[src/rtl/eq_pkg.sv]
// Shared constants and types for the LED VU meter.
package eq_pkg;

  localparam int LED_W = 8;
  localparam int AUD_W = 16;

  // Unsigned sample magnitude; the sign bit is stripped off.
  typedef logic [14:0] mag_t;

  // Larger of two magnitudes, used to merge the left and right channels.
  function automatic mag_t maxMag(input mag_t a, input mag_t b);
    return (a > b) ? a : b;
  endfunction

endpackage

[src/rtl/vu_abs_sat.sv]
// Saturating absolute value of a signed audio sample.
// The most negative sample (-32768) has no 15-bit magnitude, so it is
// clamped to 32767.
module vu_abs_sat
  import eq_pkg::*;
(
  input  logic [AUD_W-1:0] sample_i,
  output mag_t             mag_o
);

  logic [14:0] negLow;

  // For negative samples the low 15 bits of the two's complement give the
  // magnitude, except for -32768 where they wrap to zero.
  assign negLow = ~sample_i[14:0] + 15'd1;

  // Pick positive pass-through, saturated full scale or negated value.
  always_comb begin
    if (!sample_i[AUD_W-1]) begin
      mag_o = sample_i[14:0];
    end else if (sample_i[14:0] == 15'd0) begin
      mag_o = 15'h7FFF;
    end else begin
      mag_o = negLow;
    end
  end

endmodule

[src/rtl/led_vu_meter.sv]
// Peak-hold LED bargraph with log-scale segments, timed peak decay and a
// clip indicator stretched over a few decay ticks.
module led_vu_meter
  import eq_pkg::*;
#(
  parameter int unsigned DECAY_PERIOD = 50000,
  parameter int unsigned HOLD_TICKS   = 200,
  parameter int unsigned DECAY_SHIFT  = 3,
  parameter logic [15:0] CLIP_LVL     = 16'h7F00
) (
  input  logic             clk,
  input  logic             rst,
  input  logic             vld,
  input  logic [AUD_W-1:0] aud_lft,
  input  logic [AUD_W-1:0] aud_rght,
  output logic [LED_W-1:0] LED
);

  localparam int TICK_W = $clog2(DECAY_PERIOD);
  localparam int HOLD_W = (HOLD_TICKS < 1) ? 1 : $clog2(HOLD_TICKS + 1);
  localparam logic [TICK_W-1:0] TICK_LAST = TICK_W'(DECAY_PERIOD - 1);
  localparam logic [HOLD_W-1:0] HOLD_INIT = HOLD_W'(HOLD_TICKS);

  mag_t magLft;
  mag_t magRght;

  mag_t mag_q;
  logic newSmp_q;

  logic [TICK_W-1:0] tickCnt_q, tickCnt_d;
  logic              tick;

  mag_t              peak_q, peak_d;
  logic [HOLD_W-1:0] holdCnt_q, holdCnt_d;
  logic [1:0]        clipCnt_q, clipCnt_d;
  logic [LED_W-1:0]  led_q, led_d;

  logic load;
  logic clipHit;
  mag_t decShift;
  mag_t decStep;
  mag_t peakDecayed;
  logic [LED_W-1:0] bar;

  vu_abs_sat uAbsLft (
    .sample_i (aud_lft),
    .mag_o    (magLft)
  );

  vu_abs_sat uAbsRght (
    .sample_i (aud_rght),
    .mag_o    (magRght)
  );

  // Stage 1: capture the louder channel whenever a sample strobe arrives.
  always_ff @(posedge clk) begin
    if (rst) begin
      mag_q    <= '0;
      newSmp_q <= 1'b0;
    end else begin
      newSmp_q <= vld;
      if (vld) begin
        mag_q <= maxMag(magLft, magRght);
      end
    end
  end

  assign tick = (tickCnt_q == TICK_LAST);

  // Free-running decay timebase; wraps after DECAY_PERIOD cycles.
  always_comb begin
    tickCnt_d = tick ? '0 : tickCnt_q + TICK_W'(1);
  end

  assign load     = newSmp_q && (mag_q > peak_q);
  assign clipHit  = newSmp_q && ({1'b0, mag_q} >= CLIP_LVL);
  assign decShift = peak_q >> DECAY_SHIFT;
  assign decStep  = (decShift == '0) ? mag_t'(1) : decShift;
  assign peakDecayed = (peak_q > decStep) ? (peak_q - decStep) : '0;

  // Peak tracking: a louder sample always wins over a coincident tick, and a
  // tick only decays the peak once the hold period has run out.
  always_comb begin
    peak_d    = peak_q;
    holdCnt_d = holdCnt_q;
    if (load) begin
      peak_d    = mag_q;
      holdCnt_d = HOLD_INIT;
    end else if (tick) begin
      if (holdCnt_q != '0) begin
        holdCnt_d = holdCnt_q - HOLD_W'(1);
      end else begin
        peak_d = peakDecayed;
      end
    end
  end

  // Clip stretch counter runs off the decay ticks independently of the hold.
  always_comb begin
    clipCnt_d = clipCnt_q;
    if (clipHit) begin
      clipCnt_d = 2'd3;
    end else if (tick && (clipCnt_q != 2'd0)) begin
      clipCnt_d = clipCnt_q - 2'd1;
    end
  end

  // Log-scale segments: segment i lights once the peak reaches 0x80 << i.
  always_comb begin
    bar = '0;
    for (int i = 0; i < LED_W; i++) begin
      bar[i] = |(peak_q >> (7 + i));
    end
  end

  // Top segment doubles as the clip lamp.
  always_comb begin
    led_d = {bar[LED_W-1] | (clipCnt_q != 2'd0), bar[LED_W-2:0]};
  end

  // Stage 2 state, timebase and the registered LED drive.
  always_ff @(posedge clk) begin
    if (rst) begin
      tickCnt_q <= '0;
      peak_q    <= '0;
      holdCnt_q <= '0;
      clipCnt_q <= '0;
      led_q     <= '0;
    end else begin
      tickCnt_q <= tickCnt_d;
      peak_q    <= peak_d;
      holdCnt_q <= holdCnt_d;
      clipCnt_q <= clipCnt_d;
      led_q     <= led_d;
    end
  end

  assign LED = led_q;

endmodule

[config.mk]
export PLATFORM = sky130hd
export DESIGN_NAME = led_vu_meter
export DESIGN_NICKNAME = d
export VERILOG_FILES = /design/src/rtl/eq_pkg.sv /design/src/rtl/vu_abs_sat.sv /design/src/rtl/led_vu_meter.sv
export SDC_FILE = /design/constraint.sdc
export NUM_CORES = 1
export LEC_CHECK = 0
export CAP_MARGIN = 20
export CORE_AREA = 5 5 120 122
export DETAILED_ROUTE_END_ITERATION = 10
export DIE_AREA = 0 0 125 127
export SETUP_SLACK_MARGIN = 0.1
export SLEW_MARGIN = 20
export SYNTH_ARGS = -nofsm -noshare
export SYNTH_HDL_FRONTEND = slang
export SYNTH_SLANG_ARGS = --single-unit
[constraint.sdc]
create_clock -name clk -period 9 [get_ports clk]
set_clock_uncertainty 0.15 [all_clocks]
set_input_delay 0.9 -clock clk [delete_from_list [all_inputs] [get_ports clk]]
set_output_delay 0.9 -clock clk [all_outputs]
set_load 0.02 [all_outputs]
==> impl_metrics.toml, run 1 <==
[synth]
synthArstFlopShare_pct = 0
synth_cell_types = 72
ys_ff_latch = 65
syn_area_sq_um = 5152
synthDominantCellAreaShare_pct = 25.25
synth_top_area_cell = "dfxtp_1"
synth_area_leaders = "dfxtp_1 25%, ha_1 11%, nor2_1 5.0%, xnor2_1 4.6%, nand2_1 4.4%"
synthCells = 657
syn_area_per_cell_sq_um = 7.842
synth-edff-count = 0
synth_ff_type = "dfxtp_1"
synth_fp_nets = 740
ys_seq_area_share_pct = 25.25
yosysWarnings = 0

[pwr]
p_int_mw = 0.8037
p_leak_nw = 2.413
p_per_area_nw_per_um2 = 215.0
pwr-share-clk_pct = 27.4
switching_power_mw = 0.4869
combPwrFrac_pct = 45.3
ir_drop_mv = 0.1039
switching_share_pct = 37.73
pwr-share-seq_pct = 27.3

[cts]
clockBufferDepth = 2
clock-root-buffer = "clkbuf_16"
cts_max_level = 3
cts_tree = "yes"
postCtsSetupBuffers = 0
cts.sinks = 65
cts-resized-gates = 0
clkTransAtPathRegs_ns = 0.06
cts_buffers = 9
insertion_delay_ns = 0.33
postCtsHoldBufs = 0

[setup_path]
worstSetupPathType = "in -> reg"
path_delay_family = "simple AND/OR/NAND/NOR gates"
cp_slowest_stage_delay_ns = 0.55
path_cells = "clkdlybuf4s50_1 > inv_1 > ha_1 > or4b_1 > or2_2 > or3_1 > nor2_1 > nor2_1 > ha_1 > and4_1 > o21ai_0 > o221ai_1 > nand4_1 > a31oi_4 > nor3_1 > a311o_1"
worst-path-buf-inv = 2
cp_max_fo = 20
slowest_stage = "or4b_1"
crit_arrival_ns = 5.43
setup.worst_path.start_class = "input port"
crit_path_end_kind = "register"
worstPathRequired_ns = 9.07
rrSetupSlack_ns = 4.83

[die]
io-pin-count = 43
dieArea_sq_um = 15880
initial_core_util_pct = 39.38
die_h_um = 127
num_rows = 42
fp.dieW_um = 125
core_sq_um = 13090

[routing]
first_pass_iters = 4
drt_iter0_drc = 300
post_drt_wl_per_cell_um = 15.02
detail-route-antenna-nets = 0
vias = 4808
routed_wl_um = 13040
avgViaCountPerCell = 5.539
drc = 0

[final_layout]
n_antenna_cell = 0
layout_common_cells = "69 x nor2_1, 65 x dfxtp_1, 60 x nand2_1, 49 x inv_1, 47 x ha_1"
multi_input_area_sq_um = 3551
fill_cells = 1301
area_growth_pct = 16.49
mostFrequentLayoutCell = "nor2_1"
ff_latch_area_sq_um = 1301
drive_gt1_share_pct = 5.780
fin_nets = 770

[sta]
hold_violations = 0
tightest_slew_ns = 0.9792
holdWs_ns = 0.3143
rsz0062_at_grt = "false"
fmax_mhz = 186.6
slew_viol_final = 0
setup_tns_ns = 0
min_period_over_period_pct = 59.56
maxSlewHeadroom_pct = 34.48
setup_viol = 0
period_needed_ns = 5.360

[place]
numPortBuffers = 42
dpl.hpwl_um = 10260
gp_congestion = 0.9047

[global_route]
antenna_found_initial = 0
grt_max_degree = 41
track_usage_pct = 16.34
grt_pass1_wl_um = 22050
first_global_vias = 4677
grt_remaining_overflow = 0

[outcome]
status = "complete, no violations"

[flow_run]
drv_cap = 0

[min_path]
hold_class = "reg -> reg"
[layer usage]
layer | wire length, um | global-route usage (%) | up-vias
met5 | 0 | 0 | -
met4 | 274 | 6.441 | 0
met3 | 460 | 2.170 | 23
met2 | 5912 | 26.70 | 105
met1 | 6393 | 22.01 | 2237
li1 | - | - | 2443
[path summary, 6_finish.rpt]
path	from	cells past startpoint	to
min reg2reg	tickCnt_q[0]	1	tickCnt_q[0]
min	tickCnt_q[0]	1	tickCnt_q[0]
max	aud_rght[0]	16	mag_q[7]
max reg2reg	peak_q[14]	15	peak_q[14]
[power groups by stage]
stage / logic, mW / clock network (mW) / registers (mW)
5_1_grt: 0.654 / 0.373 / 0.356
6_report: 0.585 / 0.354 / 0.352
2_1_floorplan: 0.421 / 0 / 0.363
3_3_place_gp: 0.570 / 0 / 0.357
4_1_cts: 0.582 / 0.361 / 0.352
3_5_place_dp: 0.576 / 0 / 0.358
[layout make-up]
class | count | area share (%)
inverter | 50 | 3.127
sequential | 65 | 21.68
timing repair buffer | 44 | 7.255
multi-input combinational | 517 | 59.16
tap | 176 | 3.669
clock inverter | 6 | 1.126
clock buffer | 10 | 3.982
[sequential cells by signal, indices dropped and copies added, names as in the netlist]
name	cells
LED	8
mag_q	15
peak_q	15
newSmp_q	1
holdCnt_q	8
tickCnt_q	16
clipCnt_q	2
[synth_stat cells, drive strengths merged (14+ instances only)]
cell / count
nor2: 69
nand4: 16
ha: 47
nor3: 28
a21oi: 28
xnor2: 27
nand2: 60
xor2: 24
inv: 49
clkbuf: 19
o21ai: 24
a21o: 14
nand3: 37
dfxtp: 65
[metrics by stage]
| stage | std cells | area (sq um) | power (mW) | setup slack, ns | util, % |
|---|---|---|---|---|---|
| final | 868 | 6002 | 1.291 | 3.640 | 45.87 |
| after global routing | 868 | 6002 | 1.383 | 3.289 | 45.87 |
| after CTS | 868 | 6002 | 1.295 | 3.686 | 45.87 |
| after detailed placement | 852 | 5695 | 0.9344 | 3.366 | 43.53 |
| after global placement | 852 | 5695 | 0.9273 | 3.509 | 43.53 |
| after floorplan | 657 | 5152 | 0.7843 | 4.286 | - |
[cell families after synthesis]
family / Yosys count / share of synthesized area, %
simple gates: 276 / 28.22
buf+inv: 75 / 5.828
compound gates: 136 / 18.99
xor+xnor: 51 / 8.669
fa+ha+maj: 48 / 11.80
flops: 65 / 25.26
mux: 6 / 1.238
(Power assumes the default switching activity.)
==> inputs of run 2 (changes only) <==
Clock period 9 ns to 4.7 ns, I/O delays scaled along.
==> impl_metrics.toml, run 2 (synthesis results as in run 1) <==
[pwr]
ir_drop_mv = 0.1844
p_leak_nw = 2.579
finalPower_mw = 2.594
p_per_area_nw_per_um2 = 411.3

[place]
dpl.hpwl_um = 10510
place_ws_ns = -0.1226
gp_congestion = 0.8701
place_area_sq_um = 5883
numPortBuffers = 42

[setup_path]
reg2reg_depth = 15
worstSetupPathType = "in -> reg"
path_cells = "clkdlybuf4s50_1 > or4_1 > or2_2 > or3_4 > or2_4 > nand2_1 > inv_1 > ha_4 > and4_1 > o21ai_0 > o221ai_1 > nand4_1 > a31oi_2 > nor3_1 > a311o_1"
path_delay_family = "simple AND/OR/NAND/NOR gates"
worstPathRequired_ns = 4.76
slowest_stage = "or4_1"
setup.worst_path.start_class = "input port"
worst-path-buf-inv = 2
rrSetupSlack_ns = 0.55
reg2reg_from = "peak_q[13]"
cp_slowest_stage_delay_ns = 0.56
crit_arrival_ns = 4.46
cp_max_fo = 4
crit_path_end_kind = "register"
r2r-end = "peak_q[14]"

[sta]
min_period_over_period_pct = 93.60
maxSlewHeadroom_pct = 61.43
period_needed_ns = 4.399
rsz0062_at_grt = "false"
setup_viol = 0
hold_violations = 0
tightest_slew_ns = 0.5640
slew_viol_final = 0
fmax_mhz = 227.3
layout_setup_ws_ns = 0.3010

[global_route]
grt_remaining_overflow = 0
first_global_vias = 4800
antenna_found_initial = 0
grt_pass1_wl_um = 22370
grt_max_degree = 41
track_usage_pct = 16.61

[min_path]
min_delay_path_depth = 1
min_from = "tickCnt_q[0]"
min_to = "tickCnt_q[0]"
hold_class = "reg -> reg"

[die]
fp.dieW_um = 125
io-pin-count = 43
die_h_um = 127
initial_core_util_pct = 39.38
core_sq_um = 13090
num_rows = 42
dieArea_sq_um = 15880

[routing]
drc = 0
wl_met1_um = 6311
vias = 4914
post_drt_wl_per_cell_um = 14.92
highest_layer = "met4"
wl_met2_um = 6096
avgViaCountPerCell = 5.491
routed_wl_um = 13360
detail-route-antenna-nets = 0
drt_iter0_drc = 347
first_pass_iters = 4
wl_met3_um = 589

[cts]
cts_buffers = 9
clockBufferDepth = 2
cts.sinks = 65
insertion_delay_ns = 0.33
clkTransAtPathRegs_ns = 0.06
cts_tree = "yes"
cts_max_level = 3
postCtsSetupBuffers = 0
clock-root-buffer = "clkbuf_16"

[final_layout]
top_regs = "tickCnt_q x16, mag_q x15, peak_q x15"
fill_cells = 1283
design_area_sq_um = 6307
layout_common_cells = "69 x nor2_1, 65 x dfxtp_1, 60 x nand2_1, 47 x inv_1, 46 x ha_1"
largest_reg_flops = 16
area_growth_pct = 22.41
multi_input_area_sq_um = 3626
fin_nets = 797
top_register = "tickCnt_q"
drive_gt1_share_pct = 10.15
mostFrequentLayoutCell = "nor2_1"
ff_latch_area_sq_um = 1301
n_antenna_cell = 0

[outcome]
status = "complete, no violations"

[flow_run]
drv_cap = 0
[run 2: metrics by stage]
step	util (%)	hold WS, ns	TNS (ns)	cells
final	48.20	0.3117	0	895
after global routing	48.20	0.3359	0	895
after CTS	47.59	0.3155	0	893
after detailed placement	44.96	0.3015	-1.001	877
after global placement	44.96	0.2944	0	877
after floorplan	-	0.2758	0	657
[run 2: report_power, final]
| group | switching (mW) | internal (mW) | leakage (nW) |
|---|---|---|---|
| clock | 0.247 | 0.520 | 0.163 |
| combinational | 0.633 | 0.519 | 1.89 |
| sequential | 0.0559 | 0.618 | 0.530 |
| total | 0.936 | 1.66 | 2.58 |
[run 2: timing repair]
| item | in CTS | in global routing |
|---|---|---|
| hold buffers | 0 | 0 |
| endpoints found under the setup margin | 0 | 15 |
| hold endpoints to repair | 0 | 0 |
| gates resized for setup | 0 | 14 |
[run 2: layout make-up]
cell class / count / share of cell area (%)
Multi-Input combinational cell: 519 / 57.49
Sequential cell: 65 / 20.63
Timing Repair Buffer: 69 / 9.958
Clock buffer: 10 / 3.630
Tap cell: 176 / 3.491
Inverter: 50 / 2.976
Clock inverter: 6 / 1.825
[run 2: routing by layer]
layer  vias to the layer above  track usage [%]
met5                         -                0
met4                         0            6.696
met1                      2238            21.99
li1                       2502                -
met2                       144            26.80
met3                        30            3.172
[run 2: worst max-delay path by stage]
| stage | cells past startpoint | start | slack (ns) | endpoint |
|---|---|---|---|---|
| 2_1_floorplan | 18 | aud_rght[0] | 0.42 | mag_q[10] |
| 3_3_place_gp | 18 | aud_rght[0] | 0.02 | mag_q[12] |
| 3_5_place_dp | 17 | aud_rght[0] | -0.12 | mag_q[5] |
| 4_1_cts | 18 | aud_rght[0] | 0.24 | mag_q[7] |
| 5_1_grt | 15 | aud_rght[2] | 0.15 | mag_q[13] |
| 6_report | 15 | aud_rght[2] | 0.30 | mag_q[11] |
